[src/rtl/sprite_fetch_if.sv]
// Sprite fetch bus: ROM read port plus the downstream pixel stream.
// The master side is the fetch engine; the slave side is ROM + pixel sink.
interface sprite_fetch_if #(
  parameter int SPR_W  = 32,
  parameter int SPR_H  = 32,
  parameter int ADDR_W = 10,
  parameter int DATA_W = 3
);
  localparam int X_W = (SPR_W > 1) ? $clog2(SPR_W) : 1;
  localparam int Y_W = (SPR_H > 1) ? $clog2(SPR_H) : 1;

  logic [ADDR_W-1:0] rom_addr;
  logic [DATA_W-1:0] rom_q;
  logic              out_valid;
  logic              out_ready;
  logic [DATA_W-1:0] out_pix;
  logic [X_W-1:0]    out_x;
  logic [Y_W-1:0]    out_y;
  logic              out_last;

  modport master (
    output rom_addr,
    input  rom_q,
    output out_valid,
    input  out_ready,
    output out_pix,
    output out_x,
    output out_y,
    output out_last
  );

  modport slave (
    input  rom_addr,
    output rom_q,
    input  out_valid,
    output out_ready,
    input  out_pix,
    input  out_x,
    input  out_y,
    input  out_last
  );
endinterface

[src/rtl/sprite_fetch.sv]
// Sprite fetch engine: streams one SPR_W x SPR_H sprite from a synchronous
// ROM (one-cycle read latency) in raster order, optionally mirrored in X,
// through a 2-entry skid FIFO so downstream back-pressure never loses data.
module sprite_fetch #(
  parameter int SPR_W  = 32,
  parameter int SPR_H  = 32,
  parameter int ADDR_W = 10,
  parameter int DATA_W = 3
) (
  input  logic           clock,
  input  logic           reset_n,
  input  logic           start,
  input  logic           flip_x,
  output logic           busy,
  output logic           done,
  sprite_fetch_if.master bus
);
  localparam int X_W   = (SPR_W > 1) ? $clog2(SPR_W) : 1;
  localparam int Y_W   = (SPR_H > 1) ? $clog2(SPR_H) : 1;
  localparam int ENT_W = DATA_W + X_W + Y_W + 1;

  typedef enum logic [1:0] {IDLE, FETCH, DRAIN} state_t;

  state_t         state;
  logic           flip;
  logic [X_W-1:0] col;
  logic [Y_W-1:0] row;
  logic [X_W-1:0] col_m;

  logic           vld_p1;
  logic [X_W-1:0] tag_x_p1;
  logic [Y_W-1:0] tag_y_p1;
  logic           tag_last_p1;

  logic [ENT_W-1:0] fifo_mem [2];
  logic             wr_ptr;
  logic             rd_ptr;
  logic [1:0]       occ;
  logic [ENT_W-1:0] head;

  logic col_end, row_end, last_issue, issue, push, pop;

  assign col_end    = (col == X_W'(SPR_W - 1));
  assign row_end    = (row == Y_W'(SPR_H - 1));
  assign last_issue = col_end && row_end;
  assign pop        = bus.out_valid && bus.out_ready;
  assign push       = vld_p1;
  // Issue only if the FIFO can absorb this read after accounting for the
  // read already in flight and the pop happening this cycle.
  assign issue      = (state == FETCH) &&
                      ((3'(occ) + 3'(vld_p1)) < (3'd2 + 3'(pop)));

  assign busy = (state != IDLE);
  assign done = (state == DRAIN) && pop && bus.out_last;

  // ---- stage p0: address generation from the raster counters ----
  // ROM address: mirrored column in flip mode, zero outside FETCH.
  always_comb begin
    col_m        = flip ? (X_W'(SPR_W - 1) - col) : col;
    bus.rom_addr = '0;
    if (state == FETCH)
      bus.rom_addr = ADDR_W'(row) * ADDR_W'(SPR_W) + ADDR_W'(col_m);
  end

  // Control FSM: accepts start, walks col/row per issued read, drains FIFO.
  always_ff @(posedge clock or negedge reset_n) begin
    if (!reset_n) begin
      state <= IDLE;
      flip  <= 1'b0;
      col   <= '0;
      row   <= '0;
    end else begin
      case (state)
        IDLE: begin
          if (start) begin
            flip  <= flip_x;
            col   <= '0;
            row   <= '0;
            state <= FETCH;
          end
        end
        FETCH: begin
          if (issue) begin
            if (col_end) begin
              col <= '0;
              row <= row + 1'b1;
            end else begin
              col <= col + 1'b1;
            end
            if (last_issue) state <= DRAIN;
          end
        end
        DRAIN: begin
          if (pop && bus.out_last) state <= IDLE;
        end
        default: state <= IDLE;
      endcase
    end
  end

  // ---- stage p1: read in flight, tag travels with the ROM access ----
  // In-flight valid marks that rom_q carries data on the next edge.
  always_ff @(posedge clock or negedge reset_n) begin
    if (!reset_n) vld_p1 <= 1'b0;
    else          vld_p1 <= issue;
  end

  // Unmirrored coordinates of the outstanding read.
  always_ff @(posedge clock) begin
    if (issue) begin
      tag_x_p1    <= col;
      tag_y_p1    <= row;
      tag_last_p1 <= last_issue;
    end
  end

  // ---- stage p2: skid FIFO feeding the output stream ----
  // FIFO pointers and occupancy; push and pop together keep occupancy.
  always_ff @(posedge clock or negedge reset_n) begin
    if (!reset_n) begin
      wr_ptr <= 1'b0;
      rd_ptr <= 1'b0;
      occ    <= '0;
    end else begin
      if (push) wr_ptr <= ~wr_ptr;
      if (pop)  rd_ptr <= ~rd_ptr;
      case ({push, pop})
        2'b10:   occ <= occ + 2'd1;
        2'b01:   occ <= occ - 2'd1;
        default: occ <= occ;
      endcase
    end
  end

  // FIFO storage: ROM word joined with its coordinate tag.
  always_ff @(posedge clock) begin
    if (push) fifo_mem[wr_ptr] <= {bus.rom_q, tag_x_p1, tag_y_p1, tag_last_p1};
  end

  // Output view of the FIFO head, forced to zero while empty.
  always_comb begin
    head          = fifo_mem[rd_ptr];
    bus.out_valid = (occ != 2'd0);
    bus.out_pix   = '0;
    bus.out_x     = '0;
    bus.out_y     = '0;
    bus.out_last  = 1'b0;
    if (bus.out_valid) begin
      bus.out_pix  = head[ENT_W-1 -: DATA_W];
      bus.out_x    = head[X_W+Y_W -: X_W];
      bus.out_y    = head[Y_W -: Y_W];
      bus.out_last = head[0];
    end
  end
endmodule

[src/flat_wrapper.sv]
// flat-port wrapper written by rule: the top's interface ports become plain ports
module sprite_fetch_flat 
#(
  parameter int SPR_W  = 32,
  parameter int SPR_H  = 32,
  parameter int ADDR_W = 10,
  parameter int DATA_W = 3
)
  (clock, reset_n, start, flip_x, busy, done, bus_rom_addr, bus_rom_q, bus_out_valid, bus_out_ready, bus_out_pix, bus_out_x, bus_out_y, bus_out_last);
  sprite_fetch_if #(.SPR_W(SPR_W), .SPR_H(SPR_H), .ADDR_W(ADDR_W), .DATA_W(DATA_W)) bus_i ();
  input  logic clock;
  input  logic reset_n;
  input  logic start;
  input  logic flip_x;
  output logic busy;
  output logic done;
  output wire logic [$bits(bus_i.rom_addr)-1:0] bus_rom_addr;
  input wire logic [$bits(bus_i.rom_q)-1:0] bus_rom_q;
  output wire logic [$bits(bus_i.out_valid)-1:0] bus_out_valid;
  input wire logic [$bits(bus_i.out_ready)-1:0] bus_out_ready;
  output wire logic [$bits(bus_i.out_pix)-1:0] bus_out_pix;
  output wire logic [$bits(bus_i.out_x)-1:0] bus_out_x;
  output wire logic [$bits(bus_i.out_y)-1:0] bus_out_y;
  output wire logic [$bits(bus_i.out_last)-1:0] bus_out_last;
  assign bus_rom_addr = bus_i.rom_addr;
  assign bus_i.rom_q = bus_rom_q;
  assign bus_out_valid = bus_i.out_valid;
  assign bus_i.out_ready = bus_out_ready;
  assign bus_out_pix = bus_i.out_pix;
  assign bus_out_x = bus_i.out_x;
  assign bus_out_y = bus_i.out_y;
  assign bus_out_last = bus_i.out_last;
  sprite_fetch #(.SPR_W(SPR_W), .SPR_H(SPR_H), .ADDR_W(ADDR_W), .DATA_W(DATA_W)) u_core (.clock(clock), .reset_n(reset_n), .start(start), .flip_x(flip_x), .busy(busy), .done(done), .bus(bus_i));
endmodule
[config.mk]
export PLATFORM = sky130hd
export DESIGN_NAME = sprite_fetch_flat
export DESIGN_NICKNAME = d
export VERILOG_FILES = /design/src/rtl/sprite_fetch_if.sv /design/src/rtl/sprite_fetch.sv /design/src/flat_wrapper.sv
export SDC_FILE = /design/constraint.sdc
export NUM_CORES = 1
export LEC_CHECK = 0
export CORE_ASPECT_RATIO = 0.9
export CORE_MARGIN = 8
export CORE_UTILIZATION = 58
export CTS_CLUSTER_SIZE = 24
export DETAILED_ROUTE_END_ITERATION = 10
export PLACE_DENSITY = 0.92
export SYNTH_ARGS = -nofsm -noshare
export SYNTH_HDL_FRONTEND = slang
export SYNTH_SLANG_ARGS = --single-unit
export TNS_END_PERCENT = 5
[constraint.sdc]
create_clock -name clock -period 2.85 [get_ports clock]
set_input_delay 0.285 -clock clock [delete_from_list [all_inputs] [get_ports clock]]
set_output_delay 0.285 -clock clock [all_outputs]
set_load 0.1 [all_outputs]
Yosys cells after proc, flatten, opt, wreduce, memory -nomap -nowiden. Memories as Yosys holds them, arrays and structs flattened. Cells that the tools add are included.

Add/subtract/negate cells: 8. Magnitude comparators: 1. Eq/ne operators: 11. Muxes and demuxes: 21. Bitwise gates (word level): 2. Reduce and logical (&&, ||, !) cells: 15.

Operators by type and width (number): $mux 5 (8); $pmux 5 s2 (2); $add 10x5->10 (1); $add 5x1->5 const B (2); $eq 5x5->1 const B (2); $mux 10 (1); $mux 2 (4); $reduce_and 4->1 (2); $reduce_bool 2->1 (4); $logic_and 1x1->1 (6); $ne 2x1->1 const B (3); $pmux 2 s3 (1); $sub 5x5->5 const A (1); $eq 2x1->1 const B (2); $eq 2x2->1 const B (2); $ne 2x2->1 const B (2); $pmux 2 s2 (1); $add 2x1->3 (1); $add 2x1->3 const A (1); $lt 3x3->1 (1); $mux 1 (3); $mux 3 (1); $reduce_and 3->1 (1); $add 2x1->2 const B (1); 4 further kinds (5).

Register bits after elaboration: 29. Bits in writable memories: 28. Bits of input ports: 8. Output and inout bits: 27. Logic and storage cells: 70. Memories kept: 1.

Memories: u_core.fifo_mem (depth 2, width 14, read ports 1, clocked after Yosys merged registers in 0, wr ports 1, line sprite_fetch.sv:35) `logic [ENT_W-1:0] fifo_mem [2];`.

Logic depth before layout (Yosys ltp).
Depth in word-level cells: 7. Gate-level depth with buffers: 6. Mapped depth without buffers: 6.

Worst setup path after synthesis. Ideal clock, no wire load.

Path kind: flip-flop to output port. Start: register u_core.rd_ptr. End: output port done. Data arrival time: 3.780 ns. Required time: 2.565 ns. Setup slack: -1.215 ns. Cell stages (with the launch flop): 4. Path buffers: 1. Cell sequence: dfrtp_1 > buf_2 > mux2i_1 > nor4b_1.

Longest elaborated chain between the ends: 3.

RTL lines: start: declaration (line sprite_fetch.sv:37) `logic rd_ptr;`; start signal: assignment (line sprite_fetch.sv:126) `if (pop) rd_ptr <= ~rd_ptr;`; $mem_v2 2x14; $mux 1 (line sprite_fetch.sv:148) `if (bus.out_valid) begin`; $logic_and 1x1->1 (line sprite_fetch.sv:54) `assign done = (state == DRAIN) && pop && bus.out_last;`; end: declaration (line flat_wrapper.sv:16) `output logic done;`.

No other way between the ends.

Worst setup path after layout.
Start: register u_core.occ[0]. End: register u_core.tag_x_p1[4] (enable).

Longest elaborated chain between the ends: 5. Elaborated cells on any way between the ends: 6. Classes of those cells: add/sub (2); order compare (1); reduce/logical (3).

RTL lines: start: declaration (line sprite_fetch.sv:38) `logic [1:0] occ;`; start signal: assignment (line sprite_fetch.sv:128) `2'b10: occ <= occ + 2'd1;`; start signal: assignment (line sprite_fetch.sv:129) `2'b01: occ <= occ - 2'd1;`; $reduce_bool 2->1 (line sprite_fetch.sv:143) `bus.out_valid = (occ != 2'd0);`; $logic_and 1x1->1 (line sprite_fetch.sv:46) `assign pop = bus.out_valid && bus.out_ready;`; $add 2x1->3 (line sprite_fetch.sv:51) `((3'(occ) + 3'(vld_p1)) < (3'd2 + 3'(pop)));`; $lt 3x3->1 (*) (line sprite_fetch.sv:51); $logic_and 1x1->1 (*) (line sprite_fetch.sv:50) `assign issue = (state == FETCH) &&`; net u_core.issue (line sprite_fetch.sv:41) `logic col_end, row_end, last_issue, issue, push, pop;`; end signal: assignment (line sprite_fetch.sv:111) `tag_x_p1 <= col;`; end: declaration (line sprite_fetch.sv:31) `logic [X_W-1:0] tag_x_p1;`.

The timed path passes the listed nets; every way through them passes the cells marked *. A chain may end at the register's enable or synchronous reset.

==> flow_summary.yaml <==
status:
  outcome: "completed"
setup_path:
  endpoint_kind: "flip-flop"
  worstReg2RegEnd: "u_core.tag_x_p1[4]$_DFFE_PP_"
  cp.required_ns: 2.80
  cp-startpoint: "u_core.occ[0]$_DFFE_PN0P_"
  start_kind: "flip-flop"
  critical_path_class: "reg -> reg"
  rr_worst_depth: 4
  cp_data_arrival_time_ns: 1.99
  path_max_fanout: 15
  reg2reg_slack_ns: 0.81
  rr_startpoint: "u_core.occ[0]$_DFFE_PN0P_"
floorplanning:
  initial_core_util_pct: 60.3
  die_height_um: 78.0
  core_mm2: 0.00410
  dieArea_mm2: 0.00661
  rows: 22
  die_w_um: 84.8
  pin_count: 35
cells_and_area:
  layout_common_cells: "edfxtp_1, nor2_1, buf_4"
  syn2layout_area_growth_pct: 21.6
  drive_gt1_share_pct: 21.6
  multiInputGateArea_um2: 796
  fillers: 280
  seq_area_mm2: 0.00162
  layout_commonest_cell: "edfxtp_1"
  fin_nets: 241
  final_core_util_pct: 73.3
  n_antenna_cell: 0
route:
  num_vias: 1514
  drt-pass1-iter-count: 4
  drtAntennaViolNets: 0
  wl_per_cell_um: 15.9
  drt_iter0_markers: 79
  routed_via_density: 5.43
  finalWirelength_um: 4420
  route.detailed.drc: 0
clock_network:
  clock_latency_ns: 0.32
  cts-resized-gates: 0
  cts.reportedPaths.clkPinSlew_ns: 0.06
  clockBufferDepth: 2
  post-cts-setup-buffer-count: 0
  htreeDepth: 3
  cts.sinks: 57
  cts_tree: "built"
  cts_buffers: 9
  cts_hold_buffers: 0
  clockRootBuffer: "clkbuf_8"
sta:
  clock_skew_ns: 0.00683
  hold_viol: 0
  setup_viol: 0
  fin_crit_sh_pct: 71.7
  grt_setup_unrepaired: "false"
  max-slew-margin-rel_pct: 45.1
  max_freq_ghz: 0.489
  drv_slew: 0
  tightest_slew_ns: 0.821
  setup_tns_ns: 0
  post-route-min-period_ns: 2.04
global_route:
  grt_use_total_pct: 14.3
  grt_pass1_vias: 1559
  grt_pass1_wl_um: 7380
  antenna_found_initial: 0
  grt_overflow: 0
  grt_max_degree: 19
synthesis:
  mappedNetlistArea_mm2: 0.00247
  syn_area_per_cell_um2: 13.4
  syn_inst: 184
  syn-num-nets: 199
  synth.distinct_cells: 33
  ys_seq_elements: 57
  yosysWarnings: 0
  synth-seq-area-share_pct: 65.6
placement:
  gp_congestion: 0.839
  dp_hpwl_um: 3160
  numPortBuffers: 34
job:
  max_cap_violations: 0
worst_hold_path:
  hp-class: "in -> async"
## synthesized netlist by cell type
master     count  area share, %
nor3_4         1           0.66
clkbuf_1       3           0.46
a2bb2oi_1      1           0.35
and3_1         3           0.76
buf_4          1           0.30
and2b_1        1           0.30
a31oi_1        2           0.51
ha_1           7            3.5
mux2_2         1           0.46
mux2i_1       16            6.5
a311oi_1       1           0.35
nor2_1        31            4.7
buf_2          2           0.40
edfxtp_1      39             47
inv_1          9            1.4
nand2b_1       2           0.51
o21a_4         1           0.61
a21boi_1       1           0.30
nand3_1        8            1.6
o22ai_1        2           0.51
o21ai_1        3           0.61
xor2_1         2           0.71
o21ai_4        2            1.3
o21ai_2        1           0.35
a21boi_0       1           0.30
nand2_1        5           0.76
a22o_1         4            1.4
nor4b_1        1           0.35
dfrtp_1       18             18
nor3_1         2           0.40
and2_1         4            1.0
xnor2_1        8            2.8
o21ai_0        1           0.20
## registers in the layout, summed over array words and instances, names as in the netlist
signal	cells
u_core.col	5
u_core.state	2
u_core.wr_ptr	1
u_core.flip	1
u_core.fifo_mem	28
u_core.push	1
u_core.tag_y_p1	5
u_core.row	5
u_core.rd_ptr	1
u_core.tag_x_p1	5
u_core.occ	2
u_core.tag_last_p1	1
## kinds of logic (layout without fill, tap and decap cells)
group	after synthesis	count (layout)	synth area share (%)
AO/OA/AOI/OAI	20	20	6.83
XOR/XNOR	10	10	3.54
adder cells (fa/ha/maj)	7	7	3.54
buffers and inverters	15	62	2.53
flip-flops	57	57	65.6
multiplexers	17	17	6.93
AND/OR/NAND/NOR	58	58	11.1
## stage by stage
step	worst slack (ns)	hold WS, ns	cells	area (um2)
after floorplan	0.172	-0.0106	184	2480
after global placement	0.860	0.423	263	2820
after detailed placement	0.805	0.430	263	2820
after CTS	0.780	0.437	279	3010
after global routing	0.630	0.437	279	3010
final	0.807	0.439	279	3010
## how the worst max path moves through the flow
stage	to	slack, ns	depth (start not counted)
final	u_core.tag_x_p1[4]$_DFFE_PP_	0.81	4
after CTS	bus_rom_addr[0]	0.78	3
after global placement	u_core.tag_x_p1[1]$_DFFE_PP_	0.86	4
after floorplan	done	0.17	3
after detailed placement	u_core.tag_x_p1[3]$_DFFE_PP_	0.80	4
after global routing	bus_rom_addr[0]	0.63	3
## per-layer routing
layer	up-vias	global-route usage [%]	routed length, um
li1	745	-	-
met1	714	17.0	2050
met2	47	21.9	2030
met3	8	5.26	276
met4	0	8.17	69
met5	-	0	0
## worst max-delay path: stages, from the launching register on
cell     delay [ns]
dfrtp_1        0.47
ha_1           0.23
ha_1           0.33
o21a_4         0.16
nor3_4         0.49
## cell type report
type	instances	share of cell area, %
Timing Repair Buffer	37	10.2
Sequential cell	57	53.9
Clock inverter	4	1.46
Inverter	9	1.12
Tap cell	48	2.00
Clock buffer	12	4.83
Multi-Input combinational cell	112	26.5
Power is left out: the tool's default activity adds up to more than one toggle a clock period on the data nets, which glitch-free logic cannot reach.
